===== src/rtl/tmu2_mult2_arb.sv =====
`timescale 1ns/1ps
// ---------------------------------------------------------------------------
// tmu2_mult2_arb
//
// Shares one external 2-stage pipelined unsigned multiplier between two
// requesters. Operand pairs are arbitrated and issued to the multiplier. Each
// issue is tagged with its requester. Each product is returned to its
// originator in issue order. A result that its owner has not consumed stalls
// the whole multiplier pipeline through mul_ce, so no product is ever dropped
// or duplicated.
//
// Configuration macro: TMU2_MULTARB_RR_EN
//   defined   - round-robin between simultaneous requests
//   undefined - fixed priority, requester 0 always wins
//
// Ports
//   sys_clk, sys_rst        clock and synchronous active-high reset
//   busy                    request pending or product in flight
//   s0_stb_i/s0_ack_o       requester 0 operand handshake (ack same cycle)
//   s0_a, s0_b              requester 0 operands
//   s1_stb_i/s1_ack_o       requester 1 operand handshake
//   s1_a, s1_b              requester 1 operands
//   r0_stb_o/r0_ack_i       requester 0 result handshake
//   r1_stb_o/r1_ack_i       requester 1 result handshake
//   r_p                     product bus shared by both result ports
//   mul_ce                  multiplier clock enable
//   mul_a, mul_b            multiplier operands (granted requester)
//   mul_p                   multiplier product, valid 2 ce-cycles after issue
// ---------------------------------------------------------------------------
module tmu2_mult2_arb #(
    parameter int A_WIDTH = 13,
    parameter int B_WIDTH = 13
) (
    input  logic                       sys_clk,
    input  logic                       sys_rst,
    output logic                       busy,

    input  logic                       s0_stb_i,
    output logic                       s0_ack_o,
    input  logic [A_WIDTH-1:0]         s0_a,
    input  logic [B_WIDTH-1:0]         s0_b,

    input  logic                       s1_stb_i,
    output logic                       s1_ack_o,
    input  logic [A_WIDTH-1:0]         s1_a,
    input  logic [B_WIDTH-1:0]         s1_b,

    output logic                       r0_stb_o,
    input  logic                       r0_ack_i,
    output logic                       r1_stb_o,
    input  logic                       r1_ack_i,
    output logic [A_WIDTH+B_WIDTH-1:0] r_p,

    output logic                       mul_ce,
    output logic [A_WIDTH-1:0]         mul_a,
    output logic [B_WIDTH-1:0]         mul_b,
    input  logic [A_WIDTH+B_WIDTH-1:0] mul_p
);

    // Valid/tag pairs shadowing the multiplier's temp (stage 1) and p (stage 2).
    logic v1_q, v1_d;
    logic t1_q, t1_d;
    logic v2_q, v2_d;
    logic t2_q, t2_d;

    logic grant;      // 0 = requester 0, 1 = requester 1
    logic issue;
    logic owner_ack;

`ifdef TMU2_MULTARB_RR_EN
    logic last_q, last_d;  // requester granted on the most recent issue
`endif

    // -----------------------------------------------------------------------
    // Arbitration. With no request pending grant stays 0, which also selects
    // requester 0's operands onto the multiplier bus.
    // -----------------------------------------------------------------------
    always_comb begin
        // NOTE: every always_comb output gets a default first so no path
        // leaves it unassigned and infers a latch.
        grant = 1'b0;
`ifdef TMU2_MULTARB_RR_EN
        if (s0_stb_i && s1_stb_i) begin
            grant = ~last_q;
        end else begin
            grant = s1_stb_i;
        end
`else
        grant = ~s0_stb_i & s1_stb_i;
`endif
    end

    // The stage-2 product stalls everything until its owner takes it.
    assign owner_ack = t2_q ? r1_ack_i : r0_ack_i;
    assign mul_ce    = ~sys_rst & (~v2_q | owner_ack);
    assign issue     = mul_ce & (s0_stb_i | s1_stb_i);

    assign s0_ack_o  = issue & ~grant;
    assign s1_ack_o  = issue &  grant;

    assign mul_a     = grant ? s1_a : s0_a;
    assign mul_b     = grant ? s1_b : s0_b;

    // Reset gates the result side combinationally so nothing stale is
    // presented while reset is still being sampled.
    assign r0_stb_o  = ~sys_rst & v2_q & ~t2_q;
    assign r1_stb_o  = ~sys_rst & v2_q &  t2_q;
    assign r_p       = mul_p;

    assign busy      = s0_stb_i | s1_stb_i | (~sys_rst & (v1_q | v2_q));

    // -----------------------------------------------------------------------
    // Tracking pipeline: shifts exactly when the multiplier does.
    // -----------------------------------------------------------------------
    always_comb begin
        v1_d = v1_q;
        t1_d = t1_q;
        v2_d = v2_q;
        t2_d = t2_q;
        if (mul_ce) begin
            v1_d = issue;
            t1_d = grant;
            v2_d = v1_q;
            t2_d = t1_q;
        end
    end

`ifdef TMU2_MULTARB_RR_EN
    // Last-grant only moves on an actual issue, so a stall never rotates
    // priority.
    always_comb begin
        last_d = last_q;
        if (issue) begin
            last_d = grant;
        end
    end
`endif

    always_ff @(posedge sys_clk) begin
        // NOTE: sequential state uses non-blocking assignments so every flop
        // samples pre-edge values regardless of statement order.
        if (sys_rst) begin
            v1_q <= 1'b0;
            t1_q <= 1'b0;
            v2_q <= 1'b0;
            t2_q <= 1'b0;
        end else begin
            v1_q <= v1_d;
            t1_q <= t1_d;
            v2_q <= v2_d;
            t2_q <= t2_d;
        end
    end

`ifdef TMU2_MULTARB_RR_EN
    // Reset to 1 so requester 0 wins the first contested issue.
    always_ff @(posedge sys_clk) begin
        if (sys_rst) begin
            last_q <= 1'b1;
        end else begin
            last_q <= last_d;
        end
    end
`endif

endmodule


===== config.mk =====
export PLATFORM = sky130hd
export DESIGN_NAME = tmu2_mult2_arb
export DESIGN_NICKNAME = d
export VERILOG_FILES = /design/src/rtl/tmu2_mult2_arb.sv
export SDC_FILE = /design/constraint.sdc
export NUM_CORES = 1
export LEC_CHECK = 0
export BUFFER_PORTS_ARGS = -buffer_cell sky130_fd_sc_hd__buf_2
export CELL_PAD_IN_SITES_DETAIL_PLACEMENT = 0
export CELL_PAD_IN_SITES_GLOBAL_PLACEMENT = 1
export CORE_ASPECT_RATIO = 2
export CORE_MARGIN = 10
export CORE_UTILIZATION = 16
export DETAILED_ROUTE_END_ITERATION = 8
export PLACE_DENSITY = 0.87
export SLEW_MARGIN = 15
export SYNTH_ARGS = -nofsm -noshare
export SYNTH_HDL_FRONTEND = slang
export SYNTH_SLANG_ARGS = --single-unit

===== constraint.sdc =====
create_clock -name sys_clk -period 1.4 [get_ports sys_clk]
set_input_delay 0.07 -clock sys_clk [delete_from_list [all_inputs] [get_ports sys_clk]]
set_output_delay 0.07 -clock sys_clk [all_outputs]
set_load 0.02 [all_outputs]

Word level (Yosys, flattened, before mapping)

Cells that the tools add are included.

Bits in registers: 4
Bits in latches: 0
Bits in writable memories: 0
Memory bits (read-only): 0
Input port bits: 84
Output and inout port bits: 58
Memories: 0

Add/sub/neg operators: 0
$mul: 0
Divide/modulo/power cells: 0
$lt $le $gt $ge: 0
Equality and inequality tests: 0
Shifts and indexed selects: 0
Multiplexer cells: 3
Bitwise operators: 18
Reduce and logical (&&, ||, !) cells: 0

Operators by type and width:

| operator      | number |
|---|---|
| $mux W13      | 2 |
| $and A1 B1 Y1 | 9 |
| $not A1 Y1    | 5 |
| $or A1 B1 Y1  | 4 |
| $mux W1       | 1 |

Depth between registers and ports, before layout

Gate-level depths: netlist (run 1).

Word-level depth: 5
Mapped depth: 5

Worst setup path after synthesis (run 1)

OpenSTA, ideal clock, no wires.

Kind: register -> register
Start: reg t2_q
End: reg v1_q
Library setup time: 0.135 ns
Arrival: 0.973 ns
Required time: 1.265 ns
Slack: 0.292 ns
Stages on the path, launching flop included: 4
Path buffers: 0
Cell sequence: dfxtp_1 -> mux2_2 -> nor3_1 -> a211oi_2

Cells in the longest elaborated chain, start to end: 4

RTL lines:

| what                     | line | source |
|---|---|---|
| start: declaration       | 64   | `logic t2_q, t2_d;` |
| start signal: assignment | 151  | `t2_q <= t2_d;` |
| $mux W1 *                | 94   | `assign owner_ack = t2_q ? r1_ack_i : r0_ack_i;` |
| $or A1 B1 Y1 *           | 95   | `assign mul_ce = ~sys_rst & (~v2_q \| owner_ack);` |
| $and A1 B1 Y1 *          | 95   |  |
| $and A1 B1 Y1            | 96   | `assign issue = mul_ce & (s0_stb_i \| s1_stb_i);` |
| end signal: assignment   | 148  | `v1_q <= v1_d;` |
| end: declaration         | 61   | `logic v1_q, v1_d;` |

Every way passes the cells marked *; elsewhere a longest branch is shown, timed or not.
A chain may end at the register's enable or synchronous reset.

Worst setup path after layout (run 1)

Start: reg t2_q
End: out s0_ack_o

Cells in the longest elaborated chain, start to end: 5

RTL lines:

| what             | line | source |
|---|---|---|
| $mux W1          | 94   |  |
| $or A1 B1 Y1     | 95   |  |
| $and A1 B1 Y1    | 95   |  |
| $and A1 B1 Y1    | 96   |  |
| $and A1 B1 Y1    | 98   | `assign s0_ack_o = issue & ~grant;` |
| end: declaration | 39   | `output logic s0_ack_o,` |

No other way between the ends.

==> reports/results.txt, run 1 <==
core area = 5140 µm²
Post-Syn Area = 845 µm²
worst path required time = 1.33 ns
routability cong. = 0.628
Psw = 0.271 mW
Sw Share = 34.9%
CP max FO = 5
initial antenna violation count = 0
Setup crit start = t2_q
DP HPWL = 2.88 mm
Clock Sinks = 4
R2R Path End = v1_q
H-tree levels = 1
final setup violation count = 0
most frequent cells in the layout = 89 x buf_2, 19 x mux2_4, 8 x mux2_2
commonest non-fill, non-tap cell in the layout = buf_2
Yosys Warn Count = 0
Lkg Pwr = 0.631 nW
Pwr Total = 0.777 mW
Reg area = 81.3 µm²
largest net degree at the start of global routing = 29
area occupied by multi-input gates = 524 µm²
die height = 123 µm
Die Wd = 71.4 µm
Util after Layout = 23.1%
fin crit share = 96.1%
Max Clock Freq = 0.743 GHz
clock share of power = 32.8%
CTS tree = built
IO Count = 142
crit path time final = 1.35 ns
CP cell instances = mux2_4 -> nor2_4 -> nor3b_2 -> buf_2
TNS Setup = 0 ns
fillers = 584
initial core utilization = 16.4%
#FFs+latches synth = 4
CTS Hold Bufs = 0
CP max stage cell = dfxtp_2
DRT Pass-1 Iters = 3
Final Max Slew Viols = 0
hold slack = 0.140 ns
worst hold path class = in2out
placed insts = 202
Via density = 4.12
share of layout cells above drive strength 1 = 85.7%
total CTS buffers = 3
clock buffer depth = 2
Critical Path End Type = output port
Yosys cell types = 22
routed len/inst = 15.7 µm
post-synthesis sequential area ratio = 9.48%
Post-CTS Resized = 3
Critical Path Max Stage Delay = 0.37 ns
latest clock arrival within the worst-skew pair = 0.23 ns
crit path DAT = 1.28 ns
worst reg2reg setup slack = 0.28 ns
nets = 233
RSZ-0062 raised after global routing = no
Setup crit end = s0_ack_o
grt ovf = 0
Clock Skew = 0.00286 ns
non-filler instance count after layout = 205
final WL = 3.21 mm
Worst slew margin = 75.5%
synthesis-to-finish area growth = 40.7%
status = complete, no violations
maxcap violations = 0
postcts setup bufs = 0
Antenna Cells = 0
site row count = 37
Post-Syn Instances = 84
critical path type = reg2out
vias after detailed routing = 844
worst r2r path cells = 3
PortBufs = 89
Worst Max-Slew Pin Slew = 0.358 ns
DIE AREA = 8760 µm²
initial DRC count = 2
vias in the first global route = 995
clock transition at the registers of the reported paths = 0.03 ns
overall routing resource usage = 6.79%
syn_nets = 168
Hold Violations, Final = 0
Residual DRC = 0
maximum VDD drop = 0.000367 V
syn avg cell area = 10.1 µm²
internal power = 0.506 mW
Setup crit start kind = flop
first-pass GRT wire length = 4.82 mm
combinational power share = 50.5%
Pwr Density = 654 nW/µm²
Clock Root Buffer = clkbuf_8
remaining antenna violation count = 0
Sequential Power Share = 16.7%
RR Startpoint = t2_q
## state kept, by name, indices dropped and copies added (netlist names)
signal  flops
t1_q        1
t2_q        1
v1_q        1
v2_q        1
## kinds of logic (layout without fill, tap and decap cells)
kind of cell    Yosys count  after routing  synth area share (%)
compound gates            7              7                  5.04
buf+inv                  31             94                  29.5
flops                     4              4                  9.48
mux                      28             28                  45.2
simple gates             14             14                  10.8
## critical path, delay by kind of cell (launching register included)
family,cells,cell delay (ns)
buffers and inverters,1,0.16
muxes,1,0.34
DFF,1,0.37
and+or+nand+nor,2,0.19
## synthesized netlist by cell type (all sizes together)
| master | count | share of area [%] |
|---|---|---|
| buf | 29 | 29 |
| mux2 | 27 | 44 |
| nor2 | 5 | 2.5 |
| dfxtp | 4 | 9.5 |
| a21oi | 3 | 1.8 |
| nor3b | 3 | 3.9 |
| o21ai | 3 | 1.8 |
| nand3 | 2 | 1.2 |
| nor3 | 2 | 1.2 |
| a211oi | 1 | 1.5 |
| clkbuf | 1 | 0.44 |
| inv | 1 | 0.44 |
| mux2i | 1 | 1.2 |
| nand2 | 1 | 0.44 |
| nor2b | 1 | 1.6 |
## worst min path at each step
stage | slack (ns) | cells after the start | to | from
2_1_floorplan | 0.25 | 1 | r_p[0] | mul_p[0]
5_1_grt | 0.14 | 0 | r_p[23] | mul_p[23]
6_report | 0.14 | 0 | r_p[16] | mul_p[16]
4_1_cts | 0.14 | 0 | r_p[17] | mul_p[17]
3_5_place_dp | 0.14 | 0 | r_p[17] | mul_p[17]
3_3_place_gp | 0.14 | 0 | r_p[17] | mul_p[17]
## per-stage QoR
step | setup slack [ns] | instance area [µm²]
floorplan | 0.292 | 845
finish | 0.0544 | 1190
global route | 0.000587 | 1190
global placement | 0.176 | 1140
CTS | 0.0422 | 1190
detailed placement | 0.140 | 1140
## cell type report
| class | instances | share of cell area (%) |
|---|---|---|
| well taps | 58 | 6.11 |
| inverters | 1 | 0.316 |
| repair buffers | 90 | 39.2 |
| clock buffers | 3 | 3.47 |
| multi-input cells | 49 | 44.1 |
| flip-flops and latches | 4 | 6.84 |
## power by group through the flow
stage,clock network [mW],registers (mW),logic [mW]
global placement,0,0.130,0.392
finish,0.255,0.129,0.392
detailed placement,0,0.131,0.398
CTS,0.260,0.129,0.402
global route,0.266,0.131,0.425
floorplan,0,0.129,0.355
## per-layer routing
layer	routed length, µm	track usage [%]	vias up
met2	1570	11.7	69
met4	222	6.33	0
met1	828	4.88	355
met3	589	4.20	29
li1	-	-	391
met5	0	0	-
Note: power is estimated with default switching activity, not from simulation.
==> run 2: changes to the inputs <==
GPL_TIMING_DRIVEN = 1   (was not set)
PLACE_DENSITY = 0.82   (was 0.87)
==> run 2 against run 1 <==
Sequential cell count unchanged; via count up 0.83%; maximum frequency about the same; critical path type unchanged.
==> reports/results.txt, run 2 (synthesis results as in run 1) <==
DRT Pass-1 Iters = 4 (+1)
crit path time final = 1.34 ns (-0.00125 ns)
synthesis-to-finish area growth = 40.7% (unchanged)
clock transition at the registers of the reported paths = 0.03 ns (about the same)
hold path startpoint = mul_p[13]
routability cong. = 0.643 (+2.4%)
critical path type = reg2out
IO Count = 142 (unchanged)
final setup violation count = 0 (unchanged)
worst r2r path cells = 3 (unchanged)
postcts setup bufs = 0 (unchanged)
CP max FO = 5 (unchanged)
remaining antenna violation count = 0 (unchanged)
placed cell area = 1140 µm² (unchanged)
Antenna Cells = 0 (unchanged)
Post-CTS Resized = 3 (unchanged)
worst path required time = 1.33 ns (about the same)
die height = 123 µm (unchanged)
core area = 5140 µm² (unchanged)
site row count = 37 (unchanged)
CTS tree = built
total CTS buffers = 3 (unchanged)
Clock Sinks = 4 (unchanged)
worst reg2reg setup slack = 0.28 ns (about the same)
vias after detailed routing = 851 (+0.83%)
routed len/inst = 15.6 µm (-0.53%)
final WL = 3.20 mm (-0.53%)
Clock Skew = 0.00592 ns (+0.00306 ns)
initial core utilization = 16.4% (unchanged)
Hold Violations, Final = 0 (unchanged)
crit path DAT = 1.27 ns (about the same)
latest clock arrival within the worst-skew pair = 0.22 ns (about the same)
fin crit share = 96.0% (about the same)
share of layout cells above drive strength 1 = 85.7% (unchanged)
CTS Hold Bufs = 0 (unchanged)
DP HPWL = 2.88 mm (about the same)
R2R Path End = v1_q
largest net degree at the start of global routing = 29 (unchanged)
hold depth = 0 (unchanged)
Final Max Slew Viols = 0 (unchanged)
Hold EP = r_p[13]
Via density = 4.15 (+0.83%)
status = complete, no violations
clock buffer depth = 2 (unchanged)
commonest non-fill, non-tap cell in the layout = buf_2
DIE AREA = 8760 µm² (unchanged)
vias in the first global route = 1047 (+5.2%)
Worst Max-Slew Pin Slew = 0.356 ns (-0.00218 ns)
Residual DRC = 0 (unchanged)
most frequent cells in the layout = 89 x buf_2, 19 x mux2_4, 8 x mux2_2
initial antenna violation count = 0 (unchanged)
Pwr Density = 645 nW/µm² (-1.3%)
fillers = 563 (-3.6%)
grt ovf = 0 (unchanged)
Clock Root Buffer = clkbuf_8
overall routing resource usage = 6.76% (-0.035 points)
Max Clock Freq = 0.744 GHz (about the same)
worst hold path class = in2out
RR Startpoint = t2_q
PortBufs = 89 (unchanged)
first-pass GRT wire length = 4.82 mm (+0.15%)
Setup crit start kind = flop
Setup crit start = t2_q
nets = 233 (unchanged)
maximum VDD drop = 0.000420 V (+14%)
Die Wd = 71.4 µm (unchanged)
initial DRC count = 6 (+4)
RSZ-0062 raised after global routing = no
H-tree levels = 1 (unchanged)
TNS Setup = 0 ns (unchanged)
Worst slew margin = 75.6% (+0.15 points)
Critical Path End Type = output port
Lkg Pwr = 0.631 nW (unchanged)
Design Area, Final = 1190 µm² (unchanged)
maxcap violations = 0 (unchanged)
## run 2: cell counts in the layout (fill, tap and decap cells not counted)
Identical to the previous run, type by type.
## run 2: final cells by class
class / count / area [µm²] / area share, %
inverters: 1 / 3.75 / 0.316
clock buffers: 3 / 41.3 / 3.47
multi-input cells: 49 / 524 / 44.1
well taps: 58 / 72.6 / 6.11
flip-flops and latches: 4 / 81.3 / 6.84
repair buffers: 90 / 465 / 39.2
## run 2: stage by stage
step                      worst slack [ns]  hold slack, ns  utilization [%]  std cells  total power [mW]
after detailed placement             0.142           0.140             22.1        202             0.531
after CTS                           0.0473           0.140             23.1        205             0.786
after floorplan                      0.292           0.253                -         84             0.484
final                               0.0557           0.140             23.1        205             0.767
after global placement               0.176           0.140             22.1        202             0.526
after global routing               0.00532           0.140             23.1        205             0.817
## run 2: worst max path at each step
stage	to	depth (start not counted)
after CTS	s0_ack_o	4
after global placement	s0_ack_o	4
after global routing	s1_ack_o	4
after detailed placement	s0_ack_o	4
after floorplan	v1_q	3
final	s1_ack_o	4
## run 2: power by group
group          switching, mW  internal, mW  total [mW]
Sequential           0.00711         0.122       0.129
Combinational          0.195         0.200       0.394
Clock                 0.0601         0.183       0.243
Total                  0.262         0.505       0.767
## run 2: worst max-delay path: stages, from the launching register on
cell and delay (ns):
dfxtp_2 0.36, mux2_4 0.34, nor2_4 0.13, nor3b_2 0.06
buf_2 0.16
## run 2: routing by layer
metal  vias up  global-route usage, %  routed length [µm]
li1        390                      -                   -
met1       369                   4.18                 756
met2        68                   12.7                1680
met3        24                   4.44                 575
met4         0                   5.23                 182
met5         -                      0                   0
==> run 3: changes to the inputs <==
CELL_PAD_IN_SITES_DETAIL_PLACEMENT = not set   (was 0)
CELL_PAD_IN_SITES_GLOBAL_PLACEMENT = not set   (was 1)
CORE_UTILIZATION = 28   (was 16)
PLACE_DENSITY = 0.85   (was 0.82)
==> run 3 against run 2 <==
Register-to-register slack better by 0.04 ns; critical endpoint is now s0_ack_o; maximum frequency increased by 0.30%; non-clock buffer count did not move; first-iteration DRC count down 33%.
==> reports/results.txt, run 3 (synthesis results as in run 1) <==
vias after detailed routing = 847 (-0.47%)
Critical Path End Type = output port
Setup crit start kind = flop
Hold Violations, Final = 0 (unchanged)
critical path type = reg2out
RSZ-0062 raised after global routing = no
hold path startpoint = mul_p[0]
clock transition at the registers of the reported paths = 0.03 ns (about the same)
Setup crit start = t2_q
Worst Max-Slew Pin Slew = 0.332 ns (-0.0241 ns)
CP cell instances = mux2_4 -> nor2_4 -> nor3b_2 -> buf_2
initial DRC count = 4 (-2)
Clock Sinks = 4 (unchanged)
Worst slew margin = 77.3% (+1.7 points)
commonest non-fill, non-tap cell in the layout = buf_2
DIE AREA = 5750 µm² (-34%)
clock buffer depth = 2 (unchanged)
Clock Root Buffer = clkbuf_8
die height = 97.7 µm (-20%)
final WL = 3.33 mm (+4.1%)
crit path time final = 1.34 ns (-0.00397 ns)
fin crit share = 95.7% (-0.28 points)
most frequent cells in the layout = 89 x buf_2, 19 x mux2_4, 8 x mux2_2
placed cell area = 1100 µm² (-3.1%)
initial antenna violation count = 0 (unchanged)
IO Count = 142 (unchanged)
worst path required time = 1.33 ns (about the same)
Max Clock Freq = 0.746 GHz (+0.30%)
TNS Setup = 0 ns (unchanged)
total CTS buffers = 3 (unchanged)
remaining antenna violation count = 0 (unchanged)
CTS tree = built
vias in the first global route = 927 (-11%)
Clock Skew = 0.00192 ns (-0.00400 ns)
DP HPWL = 2.95 mm (+2.5%)
post-layout worst setup margin = 0.0597 ns (+0.00397 ns)
routability cong. = 0.692 (+7.7%)
core area = 2940 µm² (-43%)
Antenna Cells = 0 (unchanged)
crit path DAT = 1.27 ns (about the same)
worst hold path class = in2out
Critical Path Max Stage Delay = 0.36 ns (about the same)
Residual DRC = 0 (unchanged)
routed len/inst = 18.8 µm (+21%)
Pwr Density = 664 nW/µm² (+2.9%)
site row count = 28 (-24%)
share of layout cells above drive strength 1 = 87.1% (+1.4 points)
Design Area, Final = 1160 µm² (-2.5%)
Top delay family on crit path = flip-flops
nets = 233 (unchanged)
maximum VDD drop = 0.000661 V (+57%)
Lkg Pwr = 0.632 nW (about the same)
latest clock arrival within the worst-skew pair = 0.22 ns (about the same)
largest net degree at the start of global routing = 29 (unchanged)
status = complete, no violations
Final Max Slew Viols = 0 (unchanged)
H-tree levels = 1 (unchanged)
Die Wd = 58.8 µm (-18%)
grt ovf = 0 (unchanged)
maxcap violations = 0 (unchanged)
final setup violation count = 0 (unchanged)
pre-CTS WS = 0.158 ns (+0.0164 ns)
DRT Pass-1 Iters = 2 (-2)
RR Startpoint = t2_q
PortBufs = 89 (unchanged)
CP max stage cell = dfxtp_2
Worst Path Buf+Inv = 1 (unchanged)
first-pass GRT wire length = 4.89 mm (+1.4%)
synthesis-to-finish area growth = 37.2%
initial core utilization = 28.7% (+12 points)
Via density = 4.79 (+15%)
worst reg2reg setup slack = 0.32 ns (+0.04 ns)
CP max FO = 5 (unchanged)
overall routing resource usage = 10.5% (+3.8 points)
## run 3: cell types whose count changed in the layout (fill, tap and decap cells not counted)
cell,before,now
inv_1,1,0
inv_2,0,1
nor3b_1,1,0
nor3b_2,2,3
## run 3: area by class of cell
type	count	area [µm²]
clock buffers	3	41.3
flip-flops and latches	4	81.3
fillers	309	1780
well taps	30	37.5
repair buffers	90	465
multi-input cells	49	529
inverters	1	3.75
## run 3: power by group
part	internal, mW	switching [mW]
Clock	0.183	0.0618
Sequential	0.122	0.00793
Combinational	0.200	0.194
Total	0.506	0.264
## run 3: repair_timing
action,CTS,global route
hold buffers,0,0
resized for setup,2,3
endpoints found under the setup margin,3,5
buffers inserted,0,0
endpoints found under the hold margin,0,0
## run 3: final timing paths
path	to	cells past startpoint
worst max-delay path	s0_ack_o	4
worst min-delay path	r_p[0]	0
worst max register to register	v1_q	3
worst min register to register	t1_q	2
## run 3: worst register-to-register path, stage by stage, from the launching register on
cell and delay, ns:
dfxtp_2 0.36, mux2i_1 0.35, nand2_1 0.12, a211oi_2 0.17
## run 3: per-layer routing
metal  GRT usage, %  part of all wire (%)  vias to the layer above
li1               -                     -                      390
met1           7.61                    28                      377
met2           19.1                    51                       62
met3           6.28                    17                       18
met4           6.39                   4.4                        0
met5              0                     0                        -
## run 3: metrics by stage
step	power (mW)	std cells	util (%)	hold WS [ns]
after detailed placement	0.525	174	37.5	0.140
after floorplan	0.484	84	-	0.253
after global placement	0.517	174	37.5	0.140
final	0.769	177	39.4	0.140
after CTS	0.778	177	39.1	0.140
after global routing	0.816	177	39.4	0.140
